### config.mk
export PLATFORM = sky130hd
export DESIGN_NAME = logic_l2_dec
export DESIGN_NICKNAME = d
export VERILOG_FILES = /design/src/rtl/logic_pkg.sv /design/src/rtl/logic_skid.sv /design/src/rtl/logic_l2_dec.sv
export SDC_FILE = /design/constraint.sdc
export NUM_CORES = 1
export LEC_CHECK = 0
export CAP_MARGIN = 15
export CORE_UTILIZATION = 30
export CTS_CLUSTER_DIAMETER = 30
export CTS_CLUSTER_SIZE = 8
export DETAILED_ROUTE_END_ITERATION = 8
export DONT_BUFFER_PORTS = 1
export PLACE_DENSITY = 0.44
export SYNTH_ARGS = -nofsm -noshare
export SYNTH_HDL_FRONTEND = slang
export SYNTH_SLANG_ARGS = --single-unit
export TNS_END_PERCENT = 100
### constraint.sdc
create_clock -name ib_clk -period 2.2 [get_ports ib_clk]
set_clock_uncertainty 0.2 [all_clocks]
set_input_delay 0.44 -clock ib_clk [delete_from_list [all_inputs] [get_ports ib_clk]]
set_output_delay 0.44 -clock ib_clk [all_outputs]
set_load 0.02 [all_outputs]
### src/rtl/logic_pkg.sv
// Shared types for the accumulated-word stream decoder.
package logic_pkg;

  typedef enum logic {
    ST_WAIT_SYNC = 1'b0,
    ST_RUN       = 1'b1
  } state_e;

  localparam int unsigned SKID_DATA_BITS = 8;

  typedef struct packed {
    logic                      first;
    logic [SKID_DATA_BITS-1:0] data;
  } skid_entry_t;

endpackage

### src/rtl/logic_skid.sv
// Generic 2-entry valid/ready skid buffer; in_ready_o is the registered skid-empty flag.
module logic_skid #(
  parameter int unsigned PAR_WIDTH = 9
) (
  input  logic                 clk_i,
  input  logic                 rst_i,
  input  logic                 in_valid_i,
  output logic                 in_ready_o,
  input  logic [PAR_WIDTH-1:0] in_data_i,
  output logic                 out_valid_o,
  input  logic                 out_ready_i,
  output logic [PAR_WIDTH-1:0] out_data_o
);

  logic                 out_valid_q, out_valid_d;
  logic [PAR_WIDTH-1:0] out_data_q, out_data_d;
  logic                 skid_valid_q, skid_valid_d;
  logic [PAR_WIDTH-1:0] skid_data_q, skid_data_d;
  logic                 accept, xfer;

  assign in_ready_o  = ~skid_valid_q;
  assign out_valid_o = out_valid_q;
  assign out_data_o  = out_data_q;
  assign accept      = in_valid_i & ~skid_valid_q;
  assign xfer        = out_valid_q & out_ready_i;

  always_comb begin
    out_valid_d  = out_valid_q;
    out_data_d   = out_data_q;
    skid_valid_d = skid_valid_q;
    skid_data_d  = skid_data_q;
    if (xfer) begin
      // A full skid blocks accept, so it only needs to drain here.
      if (skid_valid_q) begin
        out_data_d   = skid_data_q;
        skid_valid_d = 1'b0;
      end else if (accept) begin
        out_data_d = in_data_i;
      end else begin
        out_valid_d = 1'b0;
      end
    end else if (accept) begin
      if (!out_valid_q) begin
        out_valid_d = 1'b1;
        out_data_d  = in_data_i;
      end else begin
        skid_valid_d = 1'b1;
        skid_data_d  = in_data_i;
      end
    end
  end

  always_ff @(posedge clk_i) begin
    if (rst_i) begin
      out_valid_q  <= 1'b0;
      out_data_q   <= '0;
      skid_valid_q <= 1'b0;
      skid_data_q  <= '0;
    end else begin
      out_valid_q  <= out_valid_d;
      out_data_q   <= out_data_d;
      skid_valid_q <= skid_valid_d;
      skid_data_q  <= skid_data_d;
    end
  end

endmodule

### src/rtl/logic_l2_dec.sv
// Running-sum stream decoder: sample = sum - previous sum, sync-tracked, skid-buffered output.
module logic_l2_dec
  import logic_pkg::*;
#(
  parameter int unsigned PAR_DATA_BITS = 8,
  parameter int unsigned PAR_CNT_BITS  = 16
) (
  input  logic                     ib_clk,
  input  logic                     ib_rst,
  input  logic                     ib_valid,
  input  logic                     ib_sync,
  input  logic [PAR_DATA_BITS-1:0] ivG_sum,
  output logic                     ob_ready,
  output logic                     ob_valid,
  input  logic                     ib_ready,
  output logic [PAR_DATA_BITS-1:0] ovG_data,
  output logic                     ob_first,
  output logic [PAR_CNT_BITS-1:0]  ovG_count
);

  state_e                   state_q;
  logic [PAR_DATA_BITS-1:0] prev_q;
  logic [PAR_CNT_BITS-1:0]  count_q;
  logic                     accept, dec_valid;
  logic [PAR_DATA_BITS-1:0] base, dec_data;

  assign accept    = ib_valid & ob_ready;
  assign dec_valid = accept & (ib_sync | (state_q == ST_RUN));
  // A sync word starts a new stream, so it is decoded against zero.
  assign base      = ib_sync ? '0 : prev_q;
  assign dec_data  = ivG_sum - base;
  assign ovG_count = count_q;

  always_ff @(posedge ib_clk) begin
    if (ib_rst) begin
      state_q <= ST_WAIT_SYNC;
      prev_q  <= '0;
      count_q <= '0;
    end else if (accept) begin
      if (ib_sync) begin
        state_q <= ST_RUN;
        prev_q  <= ivG_sum;
        count_q <= PAR_CNT_BITS'(1);
      end else if (state_q == ST_RUN) begin
        prev_q <= ivG_sum;
        if (count_q != '1) count_q <= count_q + PAR_CNT_BITS'(1);
      end
    end
  end

  logic_skid #(
    .PAR_WIDTH(PAR_DATA_BITS + 1)
  ) u_skid (
    .clk_i       (ib_clk),
    .rst_i       (ib_rst),
    .in_valid_i  (dec_valid),
    .in_ready_o  (ob_ready),
    .in_data_i   ({ib_sync, dec_data}),
    .out_valid_o (ob_valid),
    .out_ready_i (ib_ready),
    .out_data_o  ({ob_first, ovG_data})
  );

endmodule
* After elaboration in Yosys (flattened, before gate mapping)
Cells that the tools add are included.
** Word-level totals
- Bits in registers :: 45
- Output and inout bits :: 27
** Cells by class
- $add $sub $neg :: 2
- Equality and inequality tests :: 4
- Mux-type cells :: 15
- Bitwise logic cells :: 7
- Reduce and logical (&&, ||, !) cells :: 12
** Operators with widths (count)
- $mux W16 :: 3
- $mux W9 :: 5
- $mux W8 :: 3
- $add A16 B1 Y16 const B :: 1
- $ne A16 B16 Y1 const B :: 1
- $reduce_and A3 Y1 :: 4
- $reduce_bool A2 Y1 :: 4
- $sub A8 B8 Y8 :: 1
- $ne A2 B2 Y1 const B :: 3
- $reduce_and A2 Y1 :: 3
- $and A1 B1 Y1 :: 4
- $mux W1 :: 4
- $not A1 Y1 :: 2
- $reduce_or A2 Y1 :: 1
- $or A1 B1 Y1 :: 1

* Longest topological paths before layout
- Depth after elaboration :: 7
- Mapped depth :: 10

* Modules after synthesis
From an unflattened synthesis, not the netlist that was laid out.
** Unflattened totals
- Cells, all modules :: 290
- Area, all modules :: 2347.3 um^2
** By module, submodules not included
- logic_l2_dec :: instances 1, cells each 196, area each 1512.7 um^2, seq. area each 500.5 um^2
- logic_skid :: instances 1, cells each 94, area each 834.6 um^2, seq. area each 400.4 um^2

* Worst setup path before layout
No wires, ideal clock.
- Kind :: input port to flip-flop
- From :: in ib_sync
- To :: reg u_skid.out_data_q[4], in the netlist u_skid.out_data_o[4]
- Arrival :: 1.982 ns
- Required time :: 1.909 ns
- Setup slack :: -0.073 ns
- Cell stages on the path :: 10
- Buffers on the path :: 1
- Cells stage by stage :: clkbuf_1 nor2b_1 ha_1 inv_1 fa_1 a21oi_1 o21ai_0 nor2b_1 nand2_1 a311oi_1
** On the way
- Word-level cells in the longest chain between the ends :: 5
- Elaborated cells between the ends (all ways) :: 13
- Classes of those cells :: 1 x add/sub; 6 x mux; 3 x bitwise; 3 x reduce/logical
** Ends and longest elaborated chain
- start, declared :: line logic_l2_dec.sv:11 : input logic ib_sync,
- $mux W8 / $or A1 B1 Y1 (equally long branches) :: line logic_l2_dec.sv:30, logic_l2_dec.sv:28
- $sub A8 B8 Y8 / $and A1 B1 Y1 (equally long branches) :: line logic_l2_dec.sv:31, logic_l2_dec.sv:28
- $mux W9 (tied with other cells) :: line logic_skid.sv:43 : if (!out_valid_q) begin
- $mux W9 (tied with other cells) :: line logic_skid.sv:42 : end else if (accept) begin
- $mux W9 / $reduce_and A3 Y1 (equally long branches)
- end signal, assigned :: line logic_skid.sv:61 : out_data_q <= out_data_d;
- end, declared :: line logic_skid.sv:16 : logic [PAR_WIDTH-1:0] out_data_q, out_data_d;
Several ways; a longest one is shown, not always the timed one. The select of a mux whose other input is x is not followed.
A chain may end at the register's enable or synchronous reset.

* Worst setup path after layout
- From :: reg prev_q[0]
- To :: reg u_skid.out_data_q[4], in the netlist u_skid.out_data_o[4]
** On the way
- Word-level cells in the longest chain between the ends :: 5
- Elaborated cells between the ends (all ways) :: 7
- Classes of those cells :: 1 x add/sub; 6 x mux
** Ends and longest elaborated chain
- start, declared :: line logic_l2_dec.sv:22 : logic [PAR_DATA_BITS-1:0] prev_q;
- start signal, assigned :: line logic_l2_dec.sv:42 : prev_q <= ivG_sum;
- start signal, assigned :: line logic_l2_dec.sv:45 : prev_q <= ivG_sum;
- $mux W8 (*) :: line logic_l2_dec.sv:30 : assign base = ib_sync ? '0 : prev_q;
- $sub A8 B8 Y8 (*) :: line logic_l2_dec.sv:31 : assign dec_data = ivG_sum - base;
- $mux W9, on equally long branches :: line logic_skid.sv:43, logic_skid.sv:37
- $mux W9, on equally long branches :: line logic_skid.sv:42, logic_skid.sv:34
- $mux W9 (*) :: line logic_skid.sv:32 : if (xfer) begin
Mark *: on every way between the ends. The rest lies on a longest branch, timed or not. The select of a mux whose other input is x is not followed.

==> metrics.log <==
INFO  metric cts_htree_levels = 2
INFO  metric vias = 1867
INFO  metric synth_enable_flop_cells = 0
INFO  metric drt_wl_total = 5350 um
INFO  metric drt_first_iter_violations = 87
INFO  metric grt_first_pass_wirelength = 9130 um
INFO  metric critical_path_arrival = 2050 ps
INFO  metric syn-cell-area = around 2300 um^2
INFO  metric drt_drc_violations_left = 0
INFO  metric antenna_cells = 0
INFO  metric cts-root-buf = sky130_fd_sc_hd__clkbuf_8
INFO  metric cts.sinks = 45
INFO  metric cellLeakagePower = 0.974 nW
INFO  metric main_combinational_cell_family_by_area_after_synthesis = simple AND/OR/NAND/NOR gates
INFO  metric critical_path.max_fanout = 2
INFO  metric startpoint_type = flip-flop
INFO  metric power_frac_seq = 0.541
INFO  metric power.share.switching = 0.288
INFO  metric power_switching = 0.000474 W
INFO  metric post_synth_num_cell_types = 47
INFO  metric place_congestion = 0.796
INFO  metric start_util = 0.314
INFO  metric synth-xor-area-share = 0.0567
INFO  metric drt_first_pass_iters = 4
INFO  metric hold_ws = 22.2 ps
INFO  metric cts_tree = yes
INFO  metric most-common-layout-cells = sky130_fd_sc_hd__dfxtp_1, sky130_fd_sc_hd__nand2_1, sky130_fd_sc_hd__nor2_1
INFO  metric synth-compound-area-share = 0.161
INFO  metric status = finished, final reports clean
INFO  metric seq_area_frac_synth = 0.389
INFO  metric die_h = 89.9 um
INFO  metric final_min_period_over_clock_period = 0.922
INFO  metric synthSimpleGateAreaFrac = 0.264
INFO  metric cts-buffers-inserted = 5
INFO  metric timing.fmax = 493 MHz
INFO  metric flow.area_growth_from_synthesis = 15.9%
INFO  metric post_route_cells_drive_above_1_share = 0.163
INFO  metric grt_start_max_net_pins = 27
INFO  metric final_common_cell = sky130_fd_sc_hd__dfxtp_1
INFO  metric finish.net_count = 315
INFO  metric power_frac_clock = 0.321
INFO  metric grt_overflow = 0
INFO  metric skew_pair_late_insertion_delay = 300 ps
INFO  metric tns_setup = 0 ps
INFO  metric num_rows = 31
INFO  metric setup_viol_count_final = 0
INFO  metric worstSetupPathType = flip-flop to flip-flop
INFO  metric port_buf_inserts = 0
INFO  metric grt_antenna_before_repair = 0
INFO  metric ys_async_sr_fraction = 0
INFO  metric finalCriticalPeriod = 2030 ps
INFO  metric pint = roughly 0.0012 W
INFO  metric die_area = 8080 um^2
INFO  metric yosysWarningCount = 0
INFO  metric synth_mux_area_frac = 0.0346
INFO  metric combPwrFrac = 0.138
INFO  metric syn_avg_cell_area = 8.46 um^2
INFO  metric rsz0062_at_grt = false
INFO  metric vias_in_the_first_global_route = 1824
INFO  metric die-width = 89.9 um
INFO  metric hpwl = 3970 um
INFO  metric yosys.area.top_type = sky130_fd_sc_hd__dfxtp_1
INFO  metric design.core.area = 7370 um^2
INFO  metric postSynthCellCount = roughly 270
INFO  metric critPathCaptureType = flip-flop
INFO  metric tightest_slew = ~420 ps
INFO  metric min-delay-path-class = input pin to flip-flop
INFO  metric synthAdderAreaFrac = 0.0518
INFO  metric number_of_storage_elements_in_the_synthesis_netlist = 45
INFO  metric cp_data_required_time = around 2200 ps
INFO  metric irDropWorstVdd = 196 uV
INFO  metric hold_viol = 0
INFO  metric max_slew_margin_vs_limit = 0.722
INFO  metric clockBufferDepth = 2
INFO  metric fillers = 823
INFO  metric io_pins = 40
INFO  metric clk_pin_slew_worst_paths = 90 ps
INFO  metric viasPerCell = 4.75
INFO  metric grt_util_all_layers = 0.141
INFO  metric slew_viol_final = 0
INFO  metric synth.top_cell.area_share = 0.389
INFO  metric synthTopCellsByArea = sky130_fd_sc_hd__dfxtp_1, sky130_fd_sc_hd__nand2_1, sky130_fd_sc_hd__nor2_1
INFO  metric yosys_most_used_dff = sky130_fd_sc_hd__dfxtp_1
INFO  metric power_per_cell_area = 613 nW/um^2
INFO  metric postRouteAntennaNets = 0
INFO  metric timing.max_cap.violations = 0
INFO  metric drt-wirelength-per-cell = 13.6 um
INFO  metric synth.net_count = 296
kinds of logic (layout without fill, tap and decap cells):
logic type,Yosys count,in the layout
adder cells (fa/ha/maj),9,9
flip-flops,45,45
AO/OA/AOI/OAI,58,58
multiplexers,8,8
AND/OR/NAND/NOR,119,119
buffers and inverters,20,40
XOR/XNOR,15,15
through the flow:
step           std cells  setup slack [ps]  power (W)   util  instance area, um^2
2_1_floorplan        274              27.5    0.00107      -                 2320
3_3_place_gp         383              95.4    0.00112  0.345                 2540
3_5_place_dp         383              64.2    0.00112  0.345                 2540
4_1_cts              392               153    0.00167  0.358                 2640
5_1_grt              393              2.82    0.00175  0.364                 2690
6_report             393               171    0.00165  0.364                 2690
repair_timing:
item,4_1_cts,5_1_grt
buffers inserted,0,0
endpoints found under the hold margin,26,0
resized for setup,0,3
hold buffers,1,0
endpoints found under the setup margin,0,2
synthesized netlist by cell type (all sizes together) (3+ instances only):
library cell and n:
clkbuf 6, a211oi 5, a31oi 3, buf 5, ha 8, mux2i 8
nand3 5, a21oi 23, nand2b 13, a311oi 4, xnor2 11, dfxtp 45
and3 3, xor2 4, o21ai 13, nor2b 5, nor3 3, nor3b 3
nand2 41, nor2 33, inv 9
sequential cells by signal, summed over array words and instances, names as in the netlist:
name,cells
state_q,1
prev_q,8
ovG_count,16
u_skid.out_valid_o,1
u_skid.skid_valid_q,1
u_skid.out_data_o,9
u_skid.skid_data_q,9
layout make-up:
type,instances,area (um^2),share of cell area
inverters,9,33.8,0.0126
multi-input cells,209,1340,0.500
clock buffers,5,68.8,0.0256
clock inverters,3,21.3,0.00792
repair buffers,23,195,0.0727
well taps,99,124,0.0461
flip-flops and latches,45,901,0.336
power groups by stage:
stage          clock network (W)  registers [W]  logic, W
4_1_cts                 0.000559       0.000891  0.000219
3_3_place_gp                   0       0.000910  0.000206
6_report                0.000529       0.000890  0.000227
3_5_place_dp                   0       0.000910  0.000208
5_1_grt                 0.000589       0.000895  0.000262
2_1_floorplan                  0       0.000909  0.000165
final timing paths:
kind / start / endpoint / slack, ps / cells past startpoint
max: prev_q[0]$_SDFFE_PP0N_ / u_skid.out_data_o[4]$_SDFFE_PP0P_ / 170 / 9
max reg2reg: prev_q[0]$_SDFFE_PP0N_ / u_skid.out_data_o[4]$_SDFFE_PP0P_ / 170 / 9
min: ib_ready / u_skid.skid_valid_q$_SDFFE_PP0P_ / 20 / 1
min reg2reg: prev_q[5]$_SDFFE_PP0N_ / prev_q[5]$_SDFFE_PP0N_ / 260 / 2
layer usage:
metal  share of wire  track usage  vias up
met2            0.43        0.217       29
met1            0.49        0.186      847
met5               0            0        -
li1                -            -      984
met3           0.065       0.0491        7
met4           0.013       0.0444        0
worst max-delay path, stage by stage, from the launching register on:
cell and delay [ps]:
sky130_fd_sc_hd__dfxtp_1 340, sky130_fd_sc_hd__nor2b_1 130, sky130_fd_sc_hd__ha_1 160, sky130_fd_sc_hd__inv_1 50, sky130_fd_sc_hd__fa_2 350, sky130_fd_sc_hd__a21oi_2 140
sky130_fd_sc_hd__o21ai_1 100, sky130_fd_sc_hd__nor2b_1 150, sky130_fd_sc_hd__nand2_1 90, sky130_fd_sc_hd__a311oi_2 240
Note: power is estimated with default switching activity, not from simulation.
